File: src/rtl/pipelined_rca_addsub_if.sv
// pipelined_rca_addsub_if
//   Handshake and data bundle for pipelined_rca_addsub.
//   Producer side: inValid/inReady, a, b, carryInput, sub.
//   Consumer side: outValid/outReady, sum, carryOutput (+ overflow).
//   The master modport is the environment: producer plus consumer.
//   The slave modport is the adder.
//   Optional macro OVERFLOW_FLAG_EN adds the 1-bit overflow result signal.
interface pipelined_rca_addsub_if #(
  parameter int WIDTH = 32
);
  logic             inValid;
  logic             inReady;
  logic [WIDTH-1:0] a;
  logic [WIDTH-1:0] b;
  logic             carryInput;
  logic             sub;
  logic             outValid;
  logic             outReady;
  logic [WIDTH-1:0] sum;
  logic             carryOutput;
`ifdef OVERFLOW_FLAG_EN
  logic             overflow;

  modport master (
    output inValid, a, b, carryInput, sub, outReady,
    input  inReady, outValid, sum, carryOutput, overflow
  );
  modport slave (
    input  inValid, a, b, carryInput, sub, outReady,
    output inReady, outValid, sum, carryOutput, overflow
  );
`else
  modport master (
    output inValid, a, b, carryInput, sub, outReady,
    input  inReady, outValid, sum, carryOutput
  );
  modport slave (
    input  inValid, a, b, carryInput, sub, outReady,
    output inReady, outValid, sum, carryOutput
  );
`endif
endinterface

File: src/rtl/pipelined_rca_addsub.sv
// pipelined_rca_addsub
//   WIDTH-bit add/subtract, split into STAGES ripple chunks of CW = WIDTH/STAGES
//   bits. There is one register boundary per chunk. A valid/ready handshake
//   with per-stage bubble collapse sustains one operation per cycle. Latency is
//   STAGES cycles.
//   Ports:
//     clk    rising-edge clock
//     rst_n  asynchronous active-low reset
//     bus    pipelined_rca_addsub_if.slave:
//            inValid/inReady, a, b, carryInput, sub -> operands in
//            outValid/outReady, sum, carryOutput    -> result out
//   Optional macro OVERFLOW_FLAG_EN adds bus.overflow. This is the signed
//   two's-complement overflow flag, and it is registered with the last chunk.
module pipelined_rca_addsub #(
  parameter int WIDTH  = 32,
  parameter int STAGES = 4
) (
  input  logic                  clk,
  input  logic                  rst_n,
  pipelined_rca_addsub_if.slave bus
);
  localparam int CW = WIDTH / STAGES;

  logic [STAGES-1:0] valid_vec;
  logic [STAGES-1:0] carry_vec;
  logic [STAGES-1:0] ready;      // stage k can load this cycle
  logic [WIDTH-1:0]  b_eff;
  logic              cin_eff;

  // Subtraction is a + ~b + 1. B is inverted once, at entry, so later
  // stages never need to know about sub.
  assign b_eff   = bus.sub ? ~bus.b : bus.b;
  assign cin_eff = bus.sub ? 1'b1 : bus.carryInput;

  // The ready chain is evaluated from the output end back to the input.
  // An empty stage is always ready, which collapses bubbles.
  always_comb begin
    ready = '0;
    ready[STAGES-1] = !valid_vec[STAGES-1] || bus.outReady;
    for (int k = STAGES - 2; k >= 0; k--) begin
      ready[k] = !valid_vec[k] || ready[k+1];
    end
  end

  for (genvar gi = 0; gi < STAGES; gi++) begin : stage
    logic [CW-1:0]         ca;
    logic [CW-1:0]         cb;
    logic                  cin;
    logic                  up_valid;
    logic                  load;
    logic [CW:0]           chunk;
    logic                  v_reg;
    logic                  c_reg;
    logic [(gi+1)*CW-1:0]  res_reg;  // completed sum chunks 0..gi

    assign chunk = {1'b0, ca} + {1'b0, cb} + {{CW{1'b0}}, cin};
    assign load  = ready[gi] && up_valid;

    assign valid_vec[gi] = v_reg;
    assign carry_vec[gi] = c_reg;

    always_ff @(posedge clk or negedge rst_n) begin
      if (!rst_n) begin
        v_reg <= 1'b0;
        c_reg <= 1'b0;
      end else begin
        if (ready[gi]) begin
          v_reg <= up_valid;
        end
        if (load) begin
          c_reg <= chunk[CW];
        end
      end
    end

    if (gi == 0) begin : g_src
      assign ca       = bus.a[CW-1:0];
      assign cb       = b_eff[CW-1:0];
      assign cin      = cin_eff;
      assign up_valid = bus.inValid;

      always_ff @(posedge clk or negedge rst_n) begin
        if (!rst_n) begin
          res_reg <= '0;
        end else if (load) begin
          res_reg <= chunk[CW-1:0];
        end
      end
    end else begin : g_src
      assign ca       = stage[gi-1].g_ops.op_a_reg[CW-1:0];
      assign cb       = stage[gi-1].g_ops.op_b_reg[CW-1:0];
      assign cin      = carry_vec[gi-1];
      assign up_valid = valid_vec[gi-1];

      always_ff @(posedge clk or negedge rst_n) begin
        if (!rst_n) begin
          res_reg <= '0;
        end else if (load) begin
          res_reg <= {chunk[CW-1:0], stage[gi-1].res_reg};
        end
      end
    end

    // The operand chunks that are still unconsumed travel skewed behind
    // the completed sum chunks. The last stage has nothing left to carry.
    if (gi < STAGES - 1) begin : g_ops
      localparam int OW = WIDTH - (gi + 1) * CW;
      logic [OW-1:0] up_a;
      logic [OW-1:0] up_b;
      logic [OW-1:0] op_a_reg;
      logic [OW-1:0] op_b_reg;

      if (gi == 0) begin : g_in
        assign up_a = bus.a[WIDTH-1:CW];
        assign up_b = b_eff[WIDTH-1:CW];
      end else begin : g_in
        assign up_a = stage[gi-1].g_ops.op_a_reg[WIDTH-gi*CW-1:CW];
        assign up_b = stage[gi-1].g_ops.op_b_reg[WIDTH-gi*CW-1:CW];
      end

      always_ff @(posedge clk or negedge rst_n) begin
        if (!rst_n) begin
          op_a_reg <= '0;
          op_b_reg <= '0;
        end else if (load) begin
          op_a_reg <= up_a;
          op_b_reg <= up_b;
        end
      end
    end
  end

  assign bus.inReady     = ready[0];
  assign bus.outValid    = valid_vec[STAGES-1];
  assign bus.sum         = stage[STAGES-1].res_reg;
  assign bus.carryOutput = carry_vec[STAGES-1];

`ifdef OVERFLOW_FLAG_EN
  // The MSB carry-in differs from the carry-out exactly when both operand
  // MSBs agree but the result MSB differs. B here is the effective
  // (inverted) operand.
  logic ovf_reg;
  logic ovf_next;

  assign ovf_next =
      (stage[STAGES-1].ca[CW-1] == stage[STAGES-1].cb[CW-1]) &&
      (stage[STAGES-1].chunk[CW-1] != stage[STAGES-1].ca[CW-1]);

  always_ff @(posedge clk or negedge rst_n) begin
    if (!rst_n) begin
      ovf_reg <= 1'b0;
    end else if (stage[STAGES-1].load) begin
      ovf_reg <= ovf_next;
    end
  end

  assign bus.overflow = ovf_reg;
`else
`endif
endmodule

File: src/flat_wrapper.sv
// flat-port wrapper written by rule: the top's interface ports become plain ports
module pipelined_rca_addsub_flat 
#(
  parameter int WIDTH  = 32,
  parameter int STAGES = 4
)
  (clk, rst_n, bus_inValid, bus_a, bus_b, bus_carryInput, bus_sub, bus_outReady, bus_inReady, bus_outValid, bus_sum, bus_carryOutput);
  pipelined_rca_addsub_if #(.WIDTH(WIDTH)) bus_i ();
  input  logic clk;
  input  logic rst_n;
  input wire logic [$bits(bus_i.inValid)-1:0] bus_inValid;
  input wire logic [$bits(bus_i.a)-1:0] bus_a;
  input wire logic [$bits(bus_i.b)-1:0] bus_b;
  input wire logic [$bits(bus_i.carryInput)-1:0] bus_carryInput;
  input wire logic [$bits(bus_i.sub)-1:0] bus_sub;
  input wire logic [$bits(bus_i.outReady)-1:0] bus_outReady;
  output wire logic [$bits(bus_i.inReady)-1:0] bus_inReady;
  output wire logic [$bits(bus_i.outValid)-1:0] bus_outValid;
  output wire logic [$bits(bus_i.sum)-1:0] bus_sum;
  output wire logic [$bits(bus_i.carryOutput)-1:0] bus_carryOutput;
  assign bus_i.inValid = bus_inValid;
  assign bus_i.a = bus_a;
  assign bus_i.b = bus_b;
  assign bus_i.carryInput = bus_carryInput;
  assign bus_i.sub = bus_sub;
  assign bus_i.outReady = bus_outReady;
  assign bus_inReady = bus_i.inReady;
  assign bus_outValid = bus_i.outValid;
  assign bus_sum = bus_i.sum;
  assign bus_carryOutput = bus_i.carryOutput;
  pipelined_rca_addsub #(.WIDTH(WIDTH), .STAGES(STAGES)) u_core (.clk(clk), .rst_n(rst_n), .bus(bus_i));
endmodule
File: config.mk
export PLATFORM = sky130hd
export DESIGN_NAME = pipelined_rca_addsub_flat
export DESIGN_NICKNAME = d
export VERILOG_FILES = /design/src/rtl/pipelined_rca_addsub_if.sv /design/src/rtl/pipelined_rca_addsub.sv /design/src/flat_wrapper.sv
export SDC_FILE = /design/constraint.sdc
export NUM_CORES = 1
export LEC_CHECK = 0
export ABC_CLOCK_PERIOD_IN_PS = 5200
export BUFFER_PORTS_ARGS = -buffer_cell sky130_fd_sc_hd__buf_2
export CORE_ASPECT_RATIO = 1.2
export CORE_MARGIN = 3
export CORE_UTILIZATION = 30
export CTS_BUF_LIST = sky130_fd_sc_hd__clkbuf_16
export DETAILED_ROUTE_END_ITERATION = 10
export GPL_TIMING_DRIVEN = 0
export PLACE_DENSITY = 0.55
export SYNTH_ARGS = -nofsm -noshare
export SYNTH_HDL_FRONTEND = slang
export SYNTH_SLANG_ARGS = --single-unit
export TNS_END_PERCENT = 100
File: constraint.sdc
create_clock -name clk -period 5.2 [get_ports clk]
set_clock_uncertainty 0.05 [all_clocks]
set_input_delay 1.04 -clock clk [delete_from_list [all_inputs] [get_ports clk]]
set_output_delay 1.04 -clock clk [all_outputs]
set_load 0.03 [all_outputs]
Word level (Yosys, flattened, before mapping):

Cells that the tools add are included.

* $add $sub $neg: 8
* mux-type cells: 2
* bitwise logic cells: 1
* reduce and logical (&&, ||, !) cells: 12

Operators with widths (number)
* $add 8x8->9: 4
* $add 9x1->9: 4
* $mux 32: 1
* $not 32->32: 1
* $logic_and 1x1->1: 4
* $logic_not 1->1: 4
* $logic_or 1x1->1: 4
* $mux 1: 1

* flip-flop bits (word level): 184
* input bits: 70
* output and inout port bits: 35
* word-level logic and storage cells: 41

Logic depth before layout (Yosys ltp):

* depth after elaboration: 6
* mapped depth: 10
* mapped depth without buffers: 8

Worst setup path before layout:

OpenSTA, ideal clock, no wires.

* kind: input-to-reg
* start point: input bus_sub
* end point: register u_core.stage[0].res_reg[7]
* setup time: 0.126 ns
* arrival time: 3.006 ns
* data required time: 5.024 ns
* slack: 2.018 ns
* stages: 8
* path buffers: 2
* cells stage by stage: clkbuf_1 -> buf_2 -> or2_2 -> fa_1 -> a211o_1 -> a211oi_1 -> o21ai_0 -> a221o_1

* longest elaborated chain between the ends: 3
* elaborated cells on any way between the ends: 4
* those cells by class: 2 x add/sub; 2 x mux

RTL lines
* start: declaration: RTL line flat_wrapper.sv:15 `input wire logic [$bits(bus_i.sub)-1:0] bus_sub;`
* $mux 32: RTL line pipelined_rca_addsub.sv:32 `assign b_eff = bus.sub ? ~bus.b : bus.b;`
* $add 8x8->9: RTL line pipelined_rca_addsub.sv:56 `assign chunk = {1'b0, ca} + {1'b0, cb} + {{CW{1'b0}}, cin};`
* $add 9x1->9 *: RTL line pipelined_rca_addsub.sv:56
* end signal: assignment: RTL line pipelined_rca_addsub.sv:86 `res_reg <= chunk[CW-1:0];`
* end: declaration: RTL line pipelined_rca_addsub.sv:54 `logic [(gi+1)*CW-1:0] res_reg;`

Mark *: on every way between the ends. The rest lies on a longest branch, timed or not.
A chain may end at the register's enable or synchronous reset.

Worst setup path in the final report:

Ends and elaborated chain as after synthesis.

==> qor.csv <==
stage,metric,value,unit
status,outcome,"complete, no violations",
synth,synth_seq_cells,184,
synth,synth_top_area_share,0.541,
setup_path,crit_path_max_fanout,10,
global_routing,grt_pass1_wl,33.6,mm
place,place_ws,1.59,ns
synth,synth_area_leaders,"dfrtp_1 (54%), nand2_1 (14%), mux2_1 (4.8%)",
place,place_hpwl,15.3,mm
layout,fill_cells,2771,
clock_network,cts_buffers,17,
global_routing,antenna_found_initial,1,
sta,fin_crit,3.10,ns
place,place.gp.congestion,0.837,
sta,timing.fmax,323,MHz
synth,synth_area,8520,µm²
clock_network,clk_path_buf_depth,2,
layout,syn_to_final_growth,18.4,%
global_routing,track_usage,0.140,
floorplanning,rows,66,
routing,wire_per_inst,15.1,µm
global_routing,grt_max_degree,97,
synth,synthCells,831,
sta,post-route-period-util,0.595,
routing,wl,20.3,mm
synth,synth_edf_count,0,
routing,dr.pass1.iters,4,
synth,synth_warnings,0,
synth,async_flop_share,1.00,
synth,synth_top_cells_by_count,"nand2_1 (308), dfrtp_1 (184), o21ai_0 (39)",
sta,slew_violations,0,
sta,maxSlewHeadroom,0.509,
place,numPortBuffers,103,
sta,worst_slack,2.10,ns
clock_network,clock_sinks,184,
routing,detail-route-antenna-nets,0,
setup_path,reg2reg_setup_slack,2.76,ns
routing,drtIter0Drc,316,
setup_path,end_kind,flop,
floorplanning,initial_core_util,0.310,
power_and_ir_drop,power_leakage,4.96,nW
setup_path,cp.required,5.47,ns
sta,finalHoldViolations,0,
synth,avgSynthCellArea,10.2,µm²
clock_network,clock_latency,0.44,ns
routing,vias_per_cell,4.51,
sta,worst_slew_pin_slew,0.737,ns
synth,syn-num-nets,937,
clock_network,post_cts_buffers,0,
floorplanning,io_pins,105,
synth,synth_top_cell_by_area,dfrtp_1,
worst_hold_path,hp-class,flop to flop,
setup_path,worstSetupPathType,input port to flop,
layout,final_net_count,1060,
clock_network,h-tree-depth,4,
floorplanning,die-area,30500,µm²
clock_network,cts_tree,built,
synth,synth_most_common_cell,nand2_1,
setup_path,startpoint_type,input port,
sta,final-setup-viol-count,0,
layout,layout-drive-gt1-share,0.183,
sta,setup_tns,0,ns
floorplanning,fp.dieW,160,µm
job,max-cap-violations,0,
clock_network,ctsResizeCount,0,
clock_network,ctsRootBufferMaster,clkbuf_16,
power_and_ir_drop,powerDensity,496,nW/µm²
clock_network,path_clk_slew,0.07,ns
power_and_ir_drop,ir_drop,0.220,mV
sta,rsz0062_at_grt,false,
synth,seq_area_frac_synth,0.541,
setup_path,critPathArrivalTime,3.36,ns
global_routing,overflow,0,
floorplanning,coreArea,27500,µm²
clock_network,ctsHoldBuffers,0,
global_routing,first_global_vias,6429,
synth,ys_types,58,
floorplanning,die_h,191,µm
layout,n_antenna_cell,0,
routing,via_count,6050,
synth,synth_flop_cell,dfrtp_1,
routing,drcViolationCount,0,
==> worst max-delay path, stage by stage <==
cell      delay [ns]
clkbuf_1        0.37
buf_2           0.35
xor2_1          0.13
fa_1            0.45
a211o_1         0.31
a211oi_1        0.28
o21ai_0         0.12
a221o_1         0.31
==> per-layer routing <==
layer  track usage  vias up  wire (µm)
li1              -     3035          -
met1         0.179     2897       9180
met2         0.239      101      10100
met3        0.0313       15        688
met4        0.0387        2        283
met5             0        -          9
==> cell usage in the layout, fill, tap and decap left out, types with 4 or more instances in the layout <==
master,n
nand2_1,308
dfrtp_1,184
buf_2,114
o21ai_0,39
mux2_1,36
ha_1,28
xnor2_1,27
clkbuf_16,17
clkbuf_1,13
inv_1,11
xor2_1,11
a21oi_1,11
a211oi_1,9
nor2_1,9
o211ai_1,8
o21a_1,8
o31ai_1,8
fa_1,8
mux2_2,7
buf_4,6
buf_6,5
nand2b_1,5
a211o_1,5
nand3_1,5
nor3_1,5
a21o_1,5
and2_1,4
nor2b_1,4
o311ai_0,4
inv_8,4
==> cells by family after synthesis <==
| group | after synthesis | synth area share |
|---|---|---|
| XOR/XNOR | 38 | 0.0391 |
| buffers and inverters | 47 | 0.0295 |
| flip-flops | 184 | 0.541 |
| multiplexers | 43 | 0.0569 |
| adder cells (fa/ha/maj) | 36 | 0.0599 |
| AO/OA/AOI/OAI | 122 | 0.0981 |
| AND/OR/NAND/NOR | 361 | 0.176 |
==> path summary, 6_finish.rpt <==
path	end	from	depth (start not counted)
min in group asynchronous	u_core.stage[0].g_ops.op_a_reg[22]	rst_n	1
worst min-delay path	u_core.stage[2].g_ops.op_b_reg[3]	u_core.stage[1].g_ops.op_b_reg[11]	2
max in group asynchronous	u_core.bus.sum[12]	rst_n	2
worst max-delay path	u_core.stage[0].res_reg[7]	bus_sub	8
worst min register to register	u_core.stage[2].g_ops.op_b_reg[3]	u_core.stage[1].g_ops.op_b_reg[11]	2
worst max register to register	u_core.stage[2].c_reg	u_core.stage[1].g_ops.op_b_reg[0]	6
==> area by class of cell <==
class	count	area, µm²	area share
Clock buffer	17	425	0.0422
Clock inverter	15	121	0.0120
Tap cell	374	468	0.0464
Sequential cell	184	4600	0.457
Buffer	36	210	0.0208
Inverter	11	41.3	0.00409
Timing Repair Buffer	104	553	0.0548
Multi-Input combinational cell	600	3660	0.363
==> stage by stage <==
step	total power [mW]	cell area [µm²]	std cells	hold slack [ns]	utilization
floorplan	3.31	8520	831	0.380	-
global placement	3.82	9500	1308	0.392	0.345
detailed placement	3.86	9540	1309	0.398	0.347
CTS	5.09	10100	1341	0.414	0.367
global route	5.38	10100	1341	0.437	0.367
finish	5.00	10100	1341	0.415	0.367
==> report_power, final <==
group	switching (mW)	internal [mW]	total, mW
Clock	0.581	0.624	1.21
Sequential	0.272	1.89	2.16
Combinational	0.991	0.639	1.63
(Power assumes the default switching activity.)
